File: config.mk
export PLATFORM = sky130hd
export DESIGN_NAME = async_receiver
export DESIGN_NICKNAME = d
export VERILOG_FILES = /design/src/rtl/async_receiver_pkg.sv /design/src/rtl/rx_tick_gen.sv /design/src/rtl/async_receiver.sv
export SDC_FILE = /design/constraint.sdc
export NUM_CORES = 1
export LEC_CHECK = 0
export ABC_AREA = 1
export BUFFER_PORTS_ARGS = -buffer_cell sky130_fd_sc_hd__buf_2
export CAP_MARGIN = 20
export CORE_MARGIN = 8
export CORE_UTILIZATION = 65
export CTS_BUF_LIST = sky130_fd_sc_hd__clkbuf_8
export DETAILED_ROUTE_END_ITERATION = 8
export PLACE_DENSITY = 0.83
export SETUP_SLACK_MARGIN = 0.4
export SYNTH_ARGS = -nofsm -noshare
export SYNTH_HDL_FRONTEND = slang
export SYNTH_HIERARCHICAL = 1
export SYNTH_SLANG_ARGS = --single-unit
File: constraint.sdc
create_clock -name clk -period 4.35 [get_ports clk]
set_input_delay 0.87 -clock clk [delete_from_list [all_inputs] [get_ports clk]]
set_output_delay 0.87 -clock clk [all_outputs]
set_load 0.1 [all_outputs]
File: src/rtl/async_receiver_pkg.sv
// Shared constants for the serial receiver: FSM state encoding, frame size,
// idle-gap multiple and glitch-filter saturation value.
package async_receiver_pkg;

    typedef enum logic [3:0] {
        StIdle  = 4'd0,
        StStart = 4'd1,
        StBit0  = 4'd2,
        StBit1  = 4'd3,
        StBit2  = 4'd4,
        StBit3  = 4'd5,
        StBit4  = 4'd6,
        StBit5  = 4'd7,
        StBit6  = 4'd8,
        StBit7  = 4'd9,
        StStop  = 4'd10
    } rxState_e;

    localparam int unsigned FrameBits   = 8;
    localparam int unsigned IdleGapMult = 16;
    localparam logic [1:0]  FilterMax   = 2'd3;

endpackage

File: src/rtl/rx_tick_gen.sv
// Phase-accumulator tick generator: emits Rate single-cycle ticks per second
// out of a ClkFrequency Hz clock.
module rx_tick_gen #(
    parameter int unsigned ClkFrequency = 25000000,
    parameter int unsigned Rate         = 921600
) (
    input  logic clk,
    input  logic rst,
    output logic tick
);

    // One extra bit so acc + Inc (< 2*ClkFrequency) never wraps.
    localparam int unsigned     AccW    = $clog2(ClkFrequency) + 1;
    localparam logic [AccW-1:0] Inc     = AccW'(Rate);
    localparam logic [AccW-1:0] Modulus = AccW'(ClkFrequency);

    if (ClkFrequency < Rate) begin : gRateTooHigh
        $error("rx_tick_gen: ClkFrequency must be at least Baud*Oversampling");
    end

    logic [AccW-1:0] acc;
    logic [AccW-1:0] sum;

    assign sum = acc + Inc;

    always_ff @(posedge clk or posedge rst) begin
        if (rst) begin
            acc  <= '0;
            tick <= 1'b0;
        end else if (sum >= Modulus) begin
            acc  <= sum - Modulus;
            tick <= 1'b1;
        end else begin
            acc  <= sum;
            tick <= 1'b0;
        end
    end

endmodule

File: src/rtl/async_receiver.sv
// 8N1 UART receiver: synchronizer, tick-rate glitch filter, mid-bit sampling
// FSM, plus idle-gap detection with an end-of-packet pulse.
module async_receiver
    import async_receiver_pkg::*;
#(
    parameter int unsigned ClkFrequency = 25000000,
    parameter int unsigned Baud         = 115200,
    parameter int unsigned Oversampling = 8
) (
    input  logic                 clk,
    input  logic                 rst,
    input  logic                 RxD,
    output logic                 RxD_data_ready,
    output logic [FrameBits-1:0] RxD_data,
    output logic                 RxD_framing_error,
    output logic                 RxD_idle,
    output logic                 RxD_endofpacket
);

    localparam int unsigned     TickRate = Baud * Oversampling;
    localparam int unsigned     CntW     = $clog2(Oversampling);
    localparam int unsigned     GapMax   = IdleGapMult * Oversampling;
    localparam int unsigned     GapW     = $clog2(GapMax) + 1;
    localparam logic [CntW-1:0] HalfLast = CntW'(Oversampling / 2 - 1);
    localparam logic [CntW-1:0] FullLast = CntW'(Oversampling - 1);
    localparam logic [GapW-1:0] GapFull  = GapW'(GapMax);

    if (Oversampling < 8 || (Oversampling & (Oversampling - 1)) != 0) begin : gBadOversampling
        $error("async_receiver: Oversampling must be a power of two, at least 8");
    end

    logic tick;

    rx_tick_gen #(
        .ClkFrequency(ClkFrequency),
        .Rate        (TickRate)
    ) uTickGen (
        .clk (clk),
        .rst (rst),
        .tick(tick)
    );

    logic [1:0] rxSync;
    logic       rxS;
    logic [1:0] filtCnt;
    logic [1:0] filtCntNext;
    logic       rxBit;

    assign rxS = rxSync[1];

    always_ff @(posedge clk or posedge rst) begin
        if (rst) begin
            rxSync <= 2'b11;
        end else begin
            rxSync <= {rxSync[0], RxD};
        end
    end

    always_comb begin
        filtCntNext = filtCnt;
        if (rxS && filtCnt != FilterMax) begin
            filtCntNext = filtCnt + 1'b1;
        end else if (!rxS && filtCnt != 2'd0) begin
            filtCntNext = filtCnt - 1'b1;
        end
    end

    // Filtered bit only flips once the counter saturates in either direction.
    always_ff @(posedge clk or posedge rst) begin
        if (rst) begin
            filtCnt <= FilterMax;
            rxBit   <= 1'b1;
        end else if (tick) begin
            filtCnt <= filtCntNext;
            if (filtCntNext == FilterMax) begin
                rxBit <= 1'b1;
            end else if (filtCntNext == 2'd0) begin
                rxBit <= 1'b0;
            end
        end
    end

    rxState_e             state, stateNext;
    logic [CntW-1:0]      tickCnt, tickCntNext;
    logic [FrameBits-1:0] shiftReg, shiftNext;
    logic [FrameBits-1:0] dataNext;
    logic                 readyNext, feNext;
    logic                 waitHigh, waitHighNext;
    logic                 sample;

    assign sample = (tickCnt == ((state == StStart) ? HalfLast : FullLast));

    always_comb begin
        stateNext    = state;
        tickCntNext  = tickCnt;
        shiftNext    = shiftReg;
        dataNext     = RxD_data;
        readyNext    = 1'b0;
        feNext       = 1'b0;
        waitHighNext = waitHigh;
        if (tick) begin
            unique case (state)
                StIdle: begin
                    tickCntNext = '0;
                    if (!rxBit) stateNext = StStart;
                end
                StStart: begin
                    if (sample) begin
                        tickCntNext = '0;
                        stateNext   = rxBit ? StIdle : StBit0;
                    end else begin
                        tickCntNext = tickCnt + 1'b1;
                    end
                end
                StStop: begin
                    // After a framing error, hold off until the line is back high.
                    if (waitHigh) begin
                        if (rxBit) begin
                            waitHighNext = 1'b0;
                            stateNext    = StIdle;
                        end
                    end else if (sample) begin
                        tickCntNext = '0;
                        if (rxBit) begin
                            dataNext  = shiftReg;
                            readyNext = 1'b1;
                            stateNext = StIdle;
                        end else begin
                            feNext       = 1'b1;
                            waitHighNext = 1'b1;
                        end
                    end else begin
                        tickCntNext = tickCnt + 1'b1;
                    end
                end
                default: begin
                    if (sample) begin
                        tickCntNext = '0;
                        shiftNext   = {rxBit, shiftReg[FrameBits-1:1]};
                        stateNext   = (state == StBit7) ? StStop : rxState_e'(state + 4'd1);
                    end else begin
                        tickCntNext = tickCnt + 1'b1;
                    end
                end
            endcase
        end
    end

    always_ff @(posedge clk or posedge rst) begin
        if (rst) begin
            state             <= StIdle;
            tickCnt           <= '0;
            shiftReg          <= '0;
            RxD_data          <= '0;
            RxD_data_ready    <= 1'b0;
            RxD_framing_error <= 1'b0;
            waitHigh          <= 1'b0;
        end else begin
            state             <= stateNext;
            tickCnt           <= tickCntNext;
            shiftReg          <= shiftNext;
            RxD_data          <= dataNext;
            RxD_data_ready    <= readyNext;
            RxD_framing_error <= feNext;
            waitHigh          <= waitHighNext;
        end
    end

    logic [GapW-1:0] gapCnt;
    logic            idleQ;

    always_ff @(posedge clk or posedge rst) begin
        if (rst) begin
            gapCnt <= '0;
            idleQ  <= 1'b0;
        end else begin
            idleQ <= RxD_idle;
            if (!rxBit) begin
                gapCnt <= '0;
            end else if (tick && state == StIdle && gapCnt != GapFull) begin
                gapCnt <= gapCnt + 1'b1;
            end
        end
    end

    assign RxD_idle        = (gapCnt == GapFull);
    assign RxD_endofpacket = RxD_idle & ~idleQ;

endmodule

* Word-level counts from Yosys, hierarchy flattened *
Index checks and enable logic that the tools add are counted.

storage, ports and cells
  output and inout port bits = 12
  logic and storage cells = 88
  bits in registers = 67

operators by class
  add/sub/neg operators = 7
  multiplexer cells = 32
  reductions and logical operators = 17
  bitwise operators = 4
  equal/unequal tests = 13
  order comparisons = 1

operator list
  cell                                                   number
  2-to-1 mux 4 bit                                       7
  adder 26 x 20 -> 26 bit, second input constant         1
  >= comparator 26 x 25 -> 1 bit, second input constant  1
  2-to-1 mux 26 bit                                      1
  subtractor 26 x 25 -> 26 bit, second input constant    1
  2-to-1 mux 8 bit                                       2
  2-to-1 mux 1 bit                                       14
  one-hot mux 4 bit (3 select lines)                     1
  AND reduction 5 bit                                    2
  2-to-1 mux 3 bit                                       3
  adder 8 x 1 -> 8 bit, second input constant            1
  equality test 4 bit, second input constant             2
  equality test 8 bit, second input constant             1
  inequality test 2 bit, second input constant           4
  inequality test 8 bit, second input constant           1
  2-to-1 mux 2 bit                                       3
  one-hot mux 3 bit (2 select lines)                     1
  AND reduction 2 bit                                    3
  adder 4 x 1 -> 4 bit, second input constant            1
  equality test 4 x 1 -> 1 bit, second input constant    1
  logical AND 1 bit                                      4
  logical NOT 4 bit                                      1
  nonzero test 2 bit                                     2
  adder 3 x 1 -> 3 bit, second input constant            1
  13 further kinds                                       15

* Logic depth before layout (Yosys ltp) *
Gate-level depths: netlist (run 1).

  depth after elaboration = 7
  gate-level depth with buffers = 17

* Modules after synthesis *
Netlist (run 1), hierarchy kept.

by module, submodules not included
  module          cells each  seq. area each (µm²)  area each (µm²)  times used
  async_receiver  258         1007.2                2143.3           1
  rx_tick_gen     279         525.5                 1820.5           1

* Worst setup path after synthesis (run 1) *
No wires, ideal clock.

  path type = flip-flop to output port
  start = register gapCnt[0]
  end = output RxD_endofpacket
  slack = 0.686 ns
  buffers on the path = 0
  arrival = 2.794 ns
  cell stages (with the launch flop) = 5
  path through = dfrtp_1 -> inv_1 -> ha_1 -> nand3_1 -> nor3_1

between the ends
  longest elaborated chain between the ends = 2

RTL lines
  element                 RTL line               text
  start, declared         async_receiver.sv:169  logic [GapW-1:0] gapCnt;
  start signal, assigned  async_receiver.sv:181  gapCnt <= gapCnt + 1'b1;
  equality test 8 bit     async_receiver.sv:186  assign RxD_idle = (gapCnt == GapFull);
  AND 1 bit               async_receiver.sv:187  assign RxD_endofpacket = RxD_idle & ~idleQ;
  end, declared           async_receiver.sv:17   output logic RxD_endofpacket

Every way passes these cells.

* Worst setup path in the final report (run 1) *
  start = register uTickGen.acc[12]
  end = register uTickGen.acc[7]

between the ends
  longest elaborated chain between the ends = 3

RTL lines
  element                         RTL line           text
  start, declared                 rx_tick_gen.sv:21  logic [AccW-1:0] acc;
  start signal, assigned          rx_tick_gen.sv:31  acc <= sum - Modulus;
  start signal, assigned          rx_tick_gen.sv:34  acc <= sum;
  adder 26 x 20 -> 26 bit         rx_tick_gen.sv:24  assign sum = acc + Inc;
  >= comparator 26 x 25 -> 1 bit  rx_tick_gen.sv:30  end else if (sum >= Modulus) begin
  2-to-1 mux 26 bit               rx_tick_gen.sv:30

Every way passes these cells.
A chain may end at the register's enable or synchronous reset.

==> impl_metrics.env, run 1 <==
export IMPL_place_inst=616
export IMPL_synth_top_area_share=0.3535
export IMPL_post_synth_cell_area_avg_sq_um=7.381
export IMPL_drive_gt1_frac=0.1472
export IMPL_worstSkewPairLatency_ns=0.35
export IMPL_clockBufferDepth=2
export IMPL_ant_nets=0
export IMPL_dieArea_sq_um=8853
export IMPL_final_cells=632
export IMPL_syn_area_sq_um=3964
export IMPL_core_area_sq_um=5921
export IMPL_synth_compound_area_frac=0.05492
export IMPL_start_kind="register"
export IMPL_final_nets=569
export IMPL_hp_class="reg2reg"
export IMPL_power_frac_clock=0.487
export IMPL_grt_pass1_vias=3364
export IMPL_async_flop_share=1.000
export IMPL_drt_wirelength_per_cell_um=13.22
export IMPL_use_met3=0.03677
export IMPL_synth_fa_ha_area_frac=0.04419
export IMPL_dp_hpwl_um=5922
export IMPL_ys_types=33
export IMPL_grt_setup_unrepaired="no"
export IMPL_relSlewSlack=0.2606
export IMPL_grt_start_max_net_pins=41
export IMPL_fmaxAchievable_mhz=346.8
export IMPL_busiest_layer="met2"
export IMPL_wl_um=8358
export IMPL_finalSetupTns_ns=0
export IMPL_tightest_slew_ns=1.106
export IMPL_track_usage=0.2057
export IMPL_start_util=0.6695
export IMPL_post_cts_buffers=0
export IMPL_cts_resized=0
export IMPL_p_per_area_nw_per_um2=268.5
export IMPL_power_share_sequential=0.498
export IMPL_status="completed"
export IMPL_fin_crit_sh=0.6628
export IMPL_cap_violations=0
export IMPL_crit_top_cell="nand2_1"
export IMPL_clk_pin_slew_ns=0.07
export IMPL_synth_area_mux_share=0
export IMPL_yosys_cell_count_top_type="nand2_1"
export IMPL_power_net_switching_w=0.0002542
export IMPL_p_leak_nw=2.338
export IMPL_peakVddDrop_v=0.0001661
export IMPL_final_hold_viol_count=0
export IMPL_final_util=0.7210
export IMPL_ys_seq_elements=61
export IMPL_switching_share=0.2218
export IMPL_cts_tree="done"
export IMPL_power_w=0.001146
export IMPL_grt_pass1_wl_um=14650
export IMPL_yosysWarningCount=6
export IMPL_syn_nets=554
export IMPL_gp_congestion=0.9159
export IMPL_rows=28
export IMPL_first_iter_violations=149
export IMPL_synthSimpleGateAreaFrac=0.3895
export IMPL_pwr_share_comb=0.015
export IMPL_die_w_um=94.09
export IMPL_skew_ns=0.005074
export IMPL_synth_ff_type="dfrtp_1"
export IMPL_synth_common_cells="nand2_1 (189), nand3_1 (62), dfrtp_1 (56), inv_1 (56), nor2_1 (25)"
export IMPL_num_antenna_cells=0
export IMPL_synth_edf_count=0
export IMPL_max_stage_delay_ns=0.53
export IMPL_p_int_w=0.0008920
export IMPL_yosysTopAreaCell="dfrtp_1"
export IMPL_synth_top_family_by_area="simple AND/OR/NAND/NOR gates"
export IMPL_min_period_ns=2.883
export IMPL_grt_overflow=0
export IMPL_synthCells=537
export IMPL_cts_root_buffer="clkbuf_8"
export IMPL_synth_xor_area_frac=0.04388
export IMPL_die_height_um=94.09
export IMPL_io_buffers=14
export IMPL_antenna_found_initial=0
export IMPL_clock_sinks=61
export IMPL_worstSetupPathType="reg2reg"
export IMPL_synthTopCellsByArea="dfrtp_1 (35%), nand2_1 (18%), nand3_1 (7.8%)"
export IMPL_holdBufCountCts=0
export IMPL_critPathMaxFanout=20
export IMPL_vias_per_cell=5.449
export IMPL_grt_use_met2=0.3565
export IMPL_cts_htree_levels=3
export IMPL_num_vias=3444
export IMPL_arrival_ns=3.12
export IMPL_crit_slowest_cell="nand2_1"
export IMPL_drcViolationCount=0
export IMPL_cts_buffers=9
export IMPL_path_cells="ha_1 -> nand2_1 -> inv_1 -> nand2_4 -> nand2_4 -> nand2_2 -> xor2_2 -> inv_2 -> nand2_1 -> nor2_4 -> nand2_2 -> nand2_1 -> nand2_1 -> nand2_1"
export IMPL_syn_to_final_growth_pct=7.702
export IMPL_grt_use_met1=0.2376
export IMPL_cp_required_ns=4.58
export IMPL_finalMaxSlewViolations=0
export IMPL_critPathCaptureType="register"
export IMPL_ys_seq_area_frac=0.3867
export IMPL_setup_viol=0
export IMPL_pin_count=15
export IMPL_dr_pass1_iters=5
-- layer usage --
layer | vias to the layer above | part of all wire
met5 | - | 0
met4 | 0 | 0.021
met3 | 17 | 0.043
met2 | 86 | 0.50
met1 | 1613 | 0.44
li1 | 1728 | -
-- layout by cell type, fill, tap and decap left out, types with 4 or more instances in the layout --
| master | netlist | final |
|---|---|---|
| nand2_1 | 189 | 189 |
| nand3_1 | 62 | 62 |
| dfrtp_1 | 56 | 56 |
| inv_1 | 56 | 56 |
| nor2_1 | 25 | 25 |
| o21ai_1 | 21 | 21 |
| xor2_1 | 16 | 16 |
| ha_1 | 14 | 14 |
| buf_2 | 4 | 14 |
| nand2_2 | 12 | 12 |
| nand4_1 | 10 | 10 |
| o21ai_0 | 10 | 10 |
| clkbuf_8 | 0 | 9 |
| nor2_4 | 7 | 7 |
| inv_2 | 6 | 6 |
| nor2_2 | 5 | 5 |
| nand3_2 | 5 | 5 |
| nor3_1 | 5 | 5 |
| dfstp_2 | 5 | 5 |
| nand2_4 | 4 | 4 |
-- stage by stage --
step                      area (sq um)  hold slack [ns]  setup WS (ns)
final                             4269           0.3685          1.467
after global placement            4055           0.3486          1.663
after detailed placement          4055           0.3476          1.495
after CTS                         4269           0.3618          1.483
after floorplan                   3964           0.3452         0.6865
after global routing              4269           0.3701          1.221
-- state kept, by name (all words and copies together), names as in the netlist, 2 cells and up --
signal	count
tickCnt	3
filtCnt	2
state	4
RxD_data	8
gapCnt	8
uTickGen/acc	20
shiftReg	8
rxSync	2
-- worst max-delay path, delay by kind of cell, from the launching register on --
kind,cells,cell delay (ns)
and+or+nand+nor,10,1.60
buffers and inverters,2,0.20
DFF,1,0.46
adders and majority gates,1,0.24
xor gates and xnor gates,1,0.24
-- power groups by stage --
stage          combinational [W]  sequential, W  clock, W
6_report               0.0000174       0.000571  0.000558
5_1_grt                0.0000209       0.000570  0.000587
4_1_cts                0.0000185       0.000571  0.000565
3_5_place_dp           0.0000185       0.000581         0
3_3_place_gp           0.0000176       0.000581         0
2_1_floorplan          0.0000123       0.000581         0
-- cell families (layout without fill, tap and decap cells) --
kind of cell / Yosys count / after routing
adders and majority gates: 14 / 14
buffers and inverters: 74 / 94
and+or+nand+nor: 329 / 329
AOI/OAI and AO/OA: 40 / 40
xor gates and xnor gates: 19 / 19
DFF: 61 / 61
-- final cells by class --
| cell class | count | area (sq um) |
|---|---|---|
| timing repair buffer | 16 | 85.08 |
| multi-input combinational | 402 | 2111 |
| inverter | 62 | 232.7 |
| clock inverter | 7 | 90.09 |
| tap | 75 | 93.84 |
| fill | 454 | 1652 |
| sequential | 61 | 1533 |
| clock buffer | 9 | 123.9 |
-- final timing paths --
kind	start	to	slack (ns)	cells after the start
worst min register to register	rxSync[0]	rxSync[1]	0.37	0
max in group asynchronous	rst	uTickGen/acc[12]	3.18	2
min in group asynchronous	rst	idleQ	0.64	3
worst max register to register	uTickGen/acc[12]	uTickGen/acc[7]	1.47	14
worst min-delay path	rxSync[0]	rxSync[1]	0.37	0
worst max-delay path	uTickGen/acc[12]	uTickGen/acc[7]	1.47	14
Note: power is estimated with default switching activity, not from simulation.
==> inputs of run 2 (changes only) <==
--- a/config.mk
+++ b/config.mk
@@ -9,10 +9,10 @@
 export BUFFER_PORTS_ARGS = -buffer_cell sky130_fd_sc_hd__buf_2
 export CAP_MARGIN = 20
 export CORE_MARGIN = 8
-export CORE_UTILIZATION = 65
+export CORE_UTILIZATION = 64
 export CTS_BUF_LIST = sky130_fd_sc_hd__clkbuf_8
 export DETAILED_ROUTE_END_ITERATION = 8
-export PLACE_DENSITY = 0.83
+export PLACE_DENSITY = 0.82
 export SETUP_SLACK_MARGIN = 0.4
 export SYNTH_ARGS = -nofsm -noshare
 export SYNTH_HDL_FRONTEND = slang
==> constraint.sdc (replaced) <==
create_clock -name clk -period 2.8 [get_ports clk]
set_input_delay 0.56 -clock clk [delete_from_list [all_inputs] [get_ports clk]]
set_output_delay 0.56 -clock clk [all_outputs]
set_load 0.1 [all_outputs]
==> impl_metrics.env, run 2 (synthesis results as in run 1) <==
export IMPL_status="completed"
export IMPL_fmaxAchievable_mhz=446.4
export IMPL_worstSetupPathType="reg2out"
export IMPL_grt_setup_unrepaired="yes"
export IMPL_path_cells="inv_1 -> ha_1 -> nand3_1 -> nor2_2 -> buf_6"
export IMPL_dp_hpwl_um=5982
export IMPL_cts_buffers=9
export IMPL_finalMaxSlewViolations=0
export IMPL_clock_sinks=61
export IMPL_grt_pass1_vias=3430
export IMPL_p_per_area_nw_per_um2=374.0
export IMPL_reg2reg_depth=15
export IMPL_critPathMaxFanout=4
export IMPL_die_w_um=94.70
export IMPL_cp_required_ns=2.24
export IMPL_layout_common_cells="nand2_1 (189), nand3_1 (61), inv_1 (56), dfrtp_1 (54), nor2_1 (24)"
export IMPL_drcViolationCount=0
export IMPL_core_area_sq_um=5956
export IMPL_start_util=0.6655
export IMPL_largest_register_ffs=20
export IMPL_grt_start_max_net_pins=41
export IMPL_wl_um=8349
export IMPL_cts_tree="done"
export IMPL_die_height_um=94.70
export IMPL_final_util=0.7265
export IMPL_peakVddDrop_v=0.0002904
export IMPL_worst_r2r_endpoint="uTickGen/acc[19]"
export IMPL_syn_to_final_growth_pct=9.154
export IMPL_cap_violations=0
export IMPL_antenna_found_initial=0
export IMPL_track_usage=0.2033
export IMPL_ant_nets=0
export IMPL_drive_gt1_frac=0.1667
export IMPL_clockBufferDepth=2
export IMPL_arrival_ns=1.68
export IMPL_relSlewSlack=0.4389
export IMPL_final_hold_viol_count=0
export IMPL_rr_startpoint="uTickGen/acc[13]"
export IMPL_vias_per_cell=5.437
export IMPL_finalSetupTns_ns=0
export IMPL_hp_start="RxD"
export IMPL_worstSkewPairLatency_ns=0.34
export IMPL_cts_htree_levels=3
export IMPL_p_leak_nw=2.366
export IMPL_rows=28
export IMPL_grt_pass1_wl_um=14770
export IMPL_final_nets=577
export IMPL_largest_register="uTickGen/acc"
export IMPL_pin_count=15
export IMPL_num_antenna_cells=0
export IMPL_r2r_slack_ns=0.56
export IMPL_max_stage_delay_ns=0.41
export IMPL_final_common_cell="nand2_1"
export IMPL_cts_root_buffer="clkbuf_8"
export IMPL_fin_crit_sh=0.8001
export IMPL_first_iter_violations=175
export IMPL_clk_pin_slew_ns=0.07
export IMPL_min_path_cells=1
export IMPL_critPathCaptureType="primary output"
export IMPL_io_buffers=14
export IMPL_hp_class="in2reg"
export IMPL_setup_viol=0
export IMPL_dieArea_sq_um=8968
export IMPL_crit_slowest_cell="dfrtp_1"
export IMPL_drt_wirelength_per_cell_um=13.07
export IMPL_min_to="rxSync[0]"
export IMPL_start_kind="register"
export IMPL_dr_pass1_iters=6
export IMPL_grt_overflow=0
export IMPL_num_vias=3474
export IMPL_gp_congestion=0.8552
export IMPL_skew_ns=0.006540
export IMPL_tightest_slew_ns=0.8408
export IMPL_min_period_ns=2.240
run 2: cell types whose count changed in the layout (fill, tap and decap cells not counted), moves of 2 or more:
| cell | change |
|---|---|
| dfrtp_1 | -2 |
| clkbuf_8 | +2 |
| bufinv_16 | -2 |
| buf_2 | -2 |
| clkinvlp_4 | -2 |
| dfrtp_2 | +2 |
| buf_4 | +7 |
run 2: repair_timing:
| action | CTS | global route |
|---|---|---|
| setup endpoints to repair | 1 | 24 |
| hold endpoints to repair | 0 | 0 |
| hold buffers | 0 | 0 |
| resized for setup | 1 | 8 |
| buffers inserted | 0 | 4 |
run 2: layer usage:
layer	up-vias	part of all wire	track usage
li1	1754	-	-
met3	10	0.044	0.04762
met4	0	0.015	0.07672
met5	-	0	0
met2	74	0.50	0.3540
met1	1636	0.44	0.2371
run 2: cell type report:
type                    instances  area (sq um)
repair buffers                 24         166.4
multi-input cells             402          2123
clock inverters                 4         23.77
fillers                       480          1629
clock buffers                  11         151.4
flip-flops and latches         61          1535
well taps                      75         93.84
inverters                      62         232.7
run 2: worst max-delay path, delay by kind of cell, from the launching register on:
family / cells / cell delay [ns]
flip-flops: 1 / 0.41
buffers and inverters: 2 / 0.39
adder cells (fa/ha/maj): 1 / 0.16
AND/OR/NAND/NOR: 2 / 0.37
run 2: worst max-delay path by stage:
stage / startpoint / endpoint / slack, ns / depth (start not counted)
floorplan: gapCnt[0] / RxD_endofpacket / 0.28 / 4
global placement: uTickGen/acc[12] / uTickGen/acc[24] / 0.62 / 15
detailed placement: uTickGen/acc[12] / uTickGen/acc[7] / 0.51 / 15
CTS: gapCnt[0] / RxD_endofpacket / 0.45 / 5
global route: uTickGen/acc[13] / uTickGen/acc[21] / 0.38 / 15
finish: gapCnt[0] / RxD_idle / 0.56 / 5
run 2: where the power goes:
group | switching [W] | leakage [nW] | internal [W] | total [W]
Sequential | 0.00000135 | 0.768 | 0.000885 | 0.000887
Clock | 0.000344 | 0.0949 | 0.000361 | 0.000705
Combinational | 0.0000215 | 1.50 | 0.00000519 | 0.0000267
run 2: stage by stage:
stage | setup slack, ns | instances | area, sq um | total power (W) | hold slack (ns)
floorplan | 0.2777 | 537 | 3971 | 0.0009216 | 0.3452
global route | 0.3848 | 639 | 4327 | 0.001677 | 0.3077
CTS | 0.4535 | 635 | 4270 | 0.001634 | 0.3030
finish | 0.5596 | 639 | 4327 | 0.001618 | 0.3168
global placement | 0.6225 | 620 | 4093 | 0.0009305 | 0.3475
detailed placement | 0.5100 | 620 | 4093 | 0.0009314 | 0.3476
